[src/rtl/fifo_sync_thresh.sv]
// Synchronous FIFO with occupancy count, almost-full/almost-empty thresholds and
// overflow/underflow pulses. Define FIFO_SYNC_FWFT_EN for first-word-fall-through output.
module fifo_sync_thresh #(
   parameter int DEPTH    = 8,
   parameter int WIDTH    = 32,
   parameter int AF_LEVEL = 6,
   parameter int AE_LEVEL = 2
) (
   input  logic                       clk,
   input  logic                       rst,
   input  logic                       wrEn,
   input  logic                       rdEn,
   input  logic [WIDTH-1:0]           dataIn,
   output logic [WIDTH-1:0]           dataOut,
   output logic                       full,
   output logic                       empty,
   output logic                       almostFull,
   output logic                       almostEmpty,
   output logic [$clog2(DEPTH):0]     count,
   output logic                       overflow,
   output logic                       underflow
);
   localparam int AW = $clog2(DEPTH);
   localparam int CW = AW + 1;

   logic [WIDTH-1:0] r_mem [DEPTH];
   logic [AW-1:0]    r_wptr, r_rptr;
   logic [CW-1:0]    r_count;
   logic             r_ovf, r_unf;
   logic             w_wr_ok, w_rd_ok;

   // Accept decisions come from the pre-edge flags only.
   assign w_wr_ok = wrEn && !full;
   assign w_rd_ok = rdEn && !empty;

   assign count       = r_count;
   assign full        = (r_count == CW'(DEPTH));
   assign empty       = (r_count == '0);
   assign almostFull  = (r_count >= CW'(AF_LEVEL));
   assign almostEmpty = (r_count <= CW'(AE_LEVEL));
   assign overflow    = r_ovf;
   assign underflow   = r_unf;

   always_ff @(posedge clk) begin
      if (rst) begin
         r_wptr  <= '0;
         r_rptr  <= '0;
         r_count <= '0;
         r_ovf   <= 1'b0;
         r_unf   <= 1'b0;
      end else begin
         r_ovf <= wrEn && full;
         r_unf <= rdEn && empty;
         if (w_wr_ok) r_wptr <= r_wptr + 1'b1;
         if (w_rd_ok) r_rptr <= r_rptr + 1'b1;
         if (w_wr_ok && !w_rd_ok)      r_count <= r_count + 1'b1;
         else if (w_rd_ok && !w_wr_ok) r_count <= r_count - 1'b1;
      end
   end

   // Storage is never cleared; reset just makes old entries unreachable.
   always_ff @(posedge clk) begin
      if (!rst && w_wr_ok) r_mem[r_wptr] <= dataIn;
   end

`ifdef FIFO_SYNC_FWFT_EN
   assign dataOut = empty ? '0 : r_mem[r_rptr];
`else
   logic [WIDTH-1:0] r_dout;

   always_ff @(posedge clk) begin
      if (rst)          r_dout <= '0;
      else if (w_rd_ok) r_dout <= r_mem[r_rptr];
   end

   assign dataOut = r_dout;
`endif

endmodule

[config.mk]
export PLATFORM = sky130hd
export DESIGN_NAME = fifo_sync_thresh
export DESIGN_NICKNAME = d
export VERILOG_FILES = /design/src/rtl/fifo_sync_thresh.sv
export SDC_FILE = /design/constraint.sdc
export NUM_CORES = 1
export LEC_CHECK = 0
export ABC_AREA = 1
export ABC_CLOCK_PERIOD_IN_PS = 3400
export CAP_MARGIN = 20
export CORE_ASPECT_RATIO = 0.8
export CORE_MARGIN = 2
export CORE_UTILIZATION = 55
export DETAILED_ROUTE_END_ITERATION = 6
export GPL_ROUTABILITY_DRIVEN = 0
export PLACE_DENSITY_LB_ADDON = 0.15
export SYNTH_ARGS = -nofsm -noshare
export SYNTH_HDL_FRONTEND = slang
export SYNTH_SLANG_ARGS = --single-unit
[constraint.sdc]
create_clock -name clk -period 3.4 [get_ports clk]
set_clock_uncertainty 0.05 [all_clocks]
set_input_delay 0.68 -clock clk [delete_from_list [all_inputs] [get_ports clk]]
set_output_delay 0.68 -clock clk [all_outputs]
set_load 0.05 [all_outputs]
==> impl_metrics.json <==
{
  "run_status": "complete, no violations",
  "setup_violations": 0,
  "cts_max_level": 1,
  "row_count": 49,
  "yosysUniqueCellTypes": 23,
  "cts_buffers": 29,
  "max_clock_freq_mhz": 345.6,
  "ys_warn_count": 0,
  "post-cts-setup-buffers": 0,
  "cp_num_buf_inv": 2,
  "hp-class": "reg -> reg",
  "synth_enable_flop_cells": 256,
  "tritoncts": "yes",
  "grtUsageTotal_pct": 23.06,
  "arrival_ps": 2160,
  "critPathMaxFanout": 5,
  "grt_max_degree": 75,
  "grt_overflow": 0,
  "antenna_cells": 0,
  "postCtsHoldBufs": 0,
  "pin_count": 78,
  "fin_crit_ps": 2893,
  "antenna_found_initial": 0,
  "path_class": "reg -> out",
  "cp_top_family": "buffers and inverters",
  "syn2layout_area_growth_pct": 16.46,
  "initial_core_util_pct": 56.21,
  "fp.dieH_um": 139.6,
  "drv_slew": 0,
  "path_cells": "nor2_1, nand3_1, inv_1, clkdlybuf4s50_1",
  "antenna_left": 0,
  "cts.repair.resized": 0,
  "yosys_register_bits": 300,
  "tightest_slew_ps": 858.2,
  "clock_path_buffers": 3,
  "hold_violations": 0,
  "dieArea_um2": 24230,
  "dp_hpwl_um": 15710,
  "cpPeakStageDelay_ps": 810,
  "core_um2": 22500,
  "crit_path_top_delay_cell": "clkdlybuf4s50_1",
  "routedWlPerCell_um": 16.49,
  "fillers": 1765,
  "ys_seq_area_share_pct": 67.74,
  "synthFlopType": "edfxtp_1",
  "grt_pass1_wl_um": 44120,
  "critPathRequiredTime_ps": 2670,
  "rsz0062_at_grt": "no",
  "fin_crit_sh_pct": 85.10,
  "cts.sinks": 300,
  "cp-end-kind": "output port",
  "grt_pass1_vias": 8121,
  "finalSetupTns_ps": 0,
  "leakage_uw": 0.006341,
  "path_clk_slew_ps": 60,
  "power_density_nw_per_um2": 717.4,
  "synthCells": 1252,
  "drt_first_pass_iters": 4,
  "vias": 8427,
  "final_util_pct": 65.47,
  "synthArstFlopShare_pct": 0,
  "ir_worst_vdd_mv": 0.5035,
  "viasPerCell": 5.098,
  "drive_above_1_share_pct": 6.459,
  "clock_latency_ps": 550,
  "die_x_um": 173.5,
  "routed_wl_um": 27260,
  "first_iter_violations": 706,
  "port_buffers": 77,
  "root_buffer": "clkbuf_16",
  "max_cap_violations": 0,
  "synthesis.area_um2": 12650,
  "multiInputGateArea_um2": 2810,
  "final-seq-area_um2": 8573,
  "drc": 0,
  "critPathLaunchType": "flip-flop",
  "relSlewSlack_pct": 42.79,
  "syn_nets": 1294,
  "avgSynthCellArea_um2": 10.10,
  "nNetsFinal": 1366
}
==> cell families (layout without fill, tap and decap cells) <==
logic type | Yosys count | count (layout) | share of synthesized area (%)
simple gates | 524 | 524 | 17.56
buf+inv | 336 | 431 | 10.55
flops | 300 | 300 | 67.74
compound gates | 83 | 83 | 3.284
fa+ha+maj | 6 | 6 | 0.6529
xor+xnor | 3 | 3 | 0.2078
==> registers in the layout (all words and copies together) (netlist names) <==
register and flops:
overflow 1, r_wptr 3, dataOut 32, r_mem 256, count 4, r_rptr 3, underflow 1
==> synth_stat cells, types with 2 or more instances <==
| master | instances | share of area [%] |
|---|---|---|
| nor2_1 | 12 | 0.36 |
| buf_1 | 2 | 0.059 |
| inv_2 | 3 | 0.089 |
| dfxtp_1 | 44 | 7.0 |
| nand2_1 | 313 | 9.3 |
| buf_6 | 2 | 0.18 |
| clkbuf_1 | 11 | 0.33 |
| nor2_2 | 2 | 0.099 |
| xor2_1 | 3 | 0.21 |
| a21oi_1 | 42 | 1.7 |
| buf_2 | 43 | 1.7 |
| o21ai_0 | 33 | 1.3 |
| o21ai_1 | 8 | 0.32 |
| nand3_1 | 194 | 7.7 |
| edfxtp_1 | 256 | 61 |
| inv_1 | 273 | 8.1 |
| ha_1 | 5 | 0.49 |
==> worst reg2reg max path, delay by kind of cell, from the launching register on <==
kind / cells / cell delay [ps]
flip-flops: 1 / 450
AND/OR/NAND/NOR: 5 / 1200
buffers and inverters: 2 / 340
==> final timing paths <==
| path | from | endpoint | slack (ps) | cells after the start |
|---|---|---|---|---|
| worst min register to register | dataOut[27] | dataOut[27] | 480 | 2 |
| worst max-delay path | count[0] | full | 510 | 4 |
| worst max register to register | count[0] | r_mem[1][11] | 1040 | 7 |
| worst min-delay path | dataOut[27] | dataOut[27] | 480 | 2 |
==> per-layer routing <==
| layer | global-route usage, % | part of all wire (%) | routed length [µm] | vias up |
|---|---|---|---|---|
| met5 | 0 | 0 | 0 | - |
| met4 | 4.951 | 1.6 | 425 | 0 |
| met3 | 3.634 | 6.3 | 1705 | 37 |
| met2 | 37.79 | 46 | 12650 | 237 |
| met1 | 32.99 | 46 | 12470 | 4012 |
| li1 | - | - | - | 4141 |
==> area by class of cell <==
| type | instances | share of cell area, % |
|---|---|---|
| sequential | 300 | 58.20 |
| multi-input combinational | 616 | 19.08 |
| inverter | 276 | 7.041 |
| timing repair buffer | 101 | 6.965 |
| clock buffer | 34 | 5.258 |
| tap | 306 | 2.599 |
| clock inverter | 20 | 0.8579 |
==> power breakdown <==
| group | internal [µW] | total (µW) | switching, µW | leakage (µW) |
|---|---|---|---|---|
| Sequential | 4260 | 4410 | 159 | 0.00268 |
| Combinational | 955 | 3110 | 2160 | 0.00321 |
| Clock | 1700 | 3040 | 1340 | 0.000450 |
| Total | 6910 | 10600 | 3660 | 0.00634 |
==> stage by stage <==
| step | cell area [µm²] | total power, µW | hold WS (ps) | worst slack (ps) | cells |
|---|---|---|---|---|---|
| final | 14730 | 10570 | 475.8 | 506.5 | 1653 |
| after global routing | 14730 | 11080 | 503.0 | 371.2 | 1653 |
| after CTS | 14730 | 10620 | 479.1 | 491.4 | 1653 |
| after detailed placement | 13830 | 7598 | 460.7 | 379.3 | 1599 |
| after global placement | 13830 | 7552 | 452.5 | 414.7 | 1599 |
| after floorplan | 12650 | 6652 | 425.6 | 83.09 | 1252 |
==> layout by cell type, fill, tap and decap left out <==
master and instances:
clkinvlp_4 1, inv_1 272, buf_4 18, nand2_2 1, or2_2 1, nand3_1 194, edfxtp_1 256, inv_6 1
fa_1 1, clkdlybuf4s50_1 77, clkbuf_16 29, nand2_1 313, ha_1 5, nor2_2 1, o21ai_1 8, dfxtp_1 42
clkinv_2 10, clkbuf_1 2, clkbuf_8 3, clkinv_1 7, dfxtp_4 1, nor2_4 9, dfxtp_2 1, nor2_1 4
bufinv_16 1, xor2_1 3, nor3_1 1, inv_2 3, buf_12 6, a21oi_1 42, clkinv_4 1, o21ai_0 33
No activity file was read; power rests on OpenSTA's default activity.
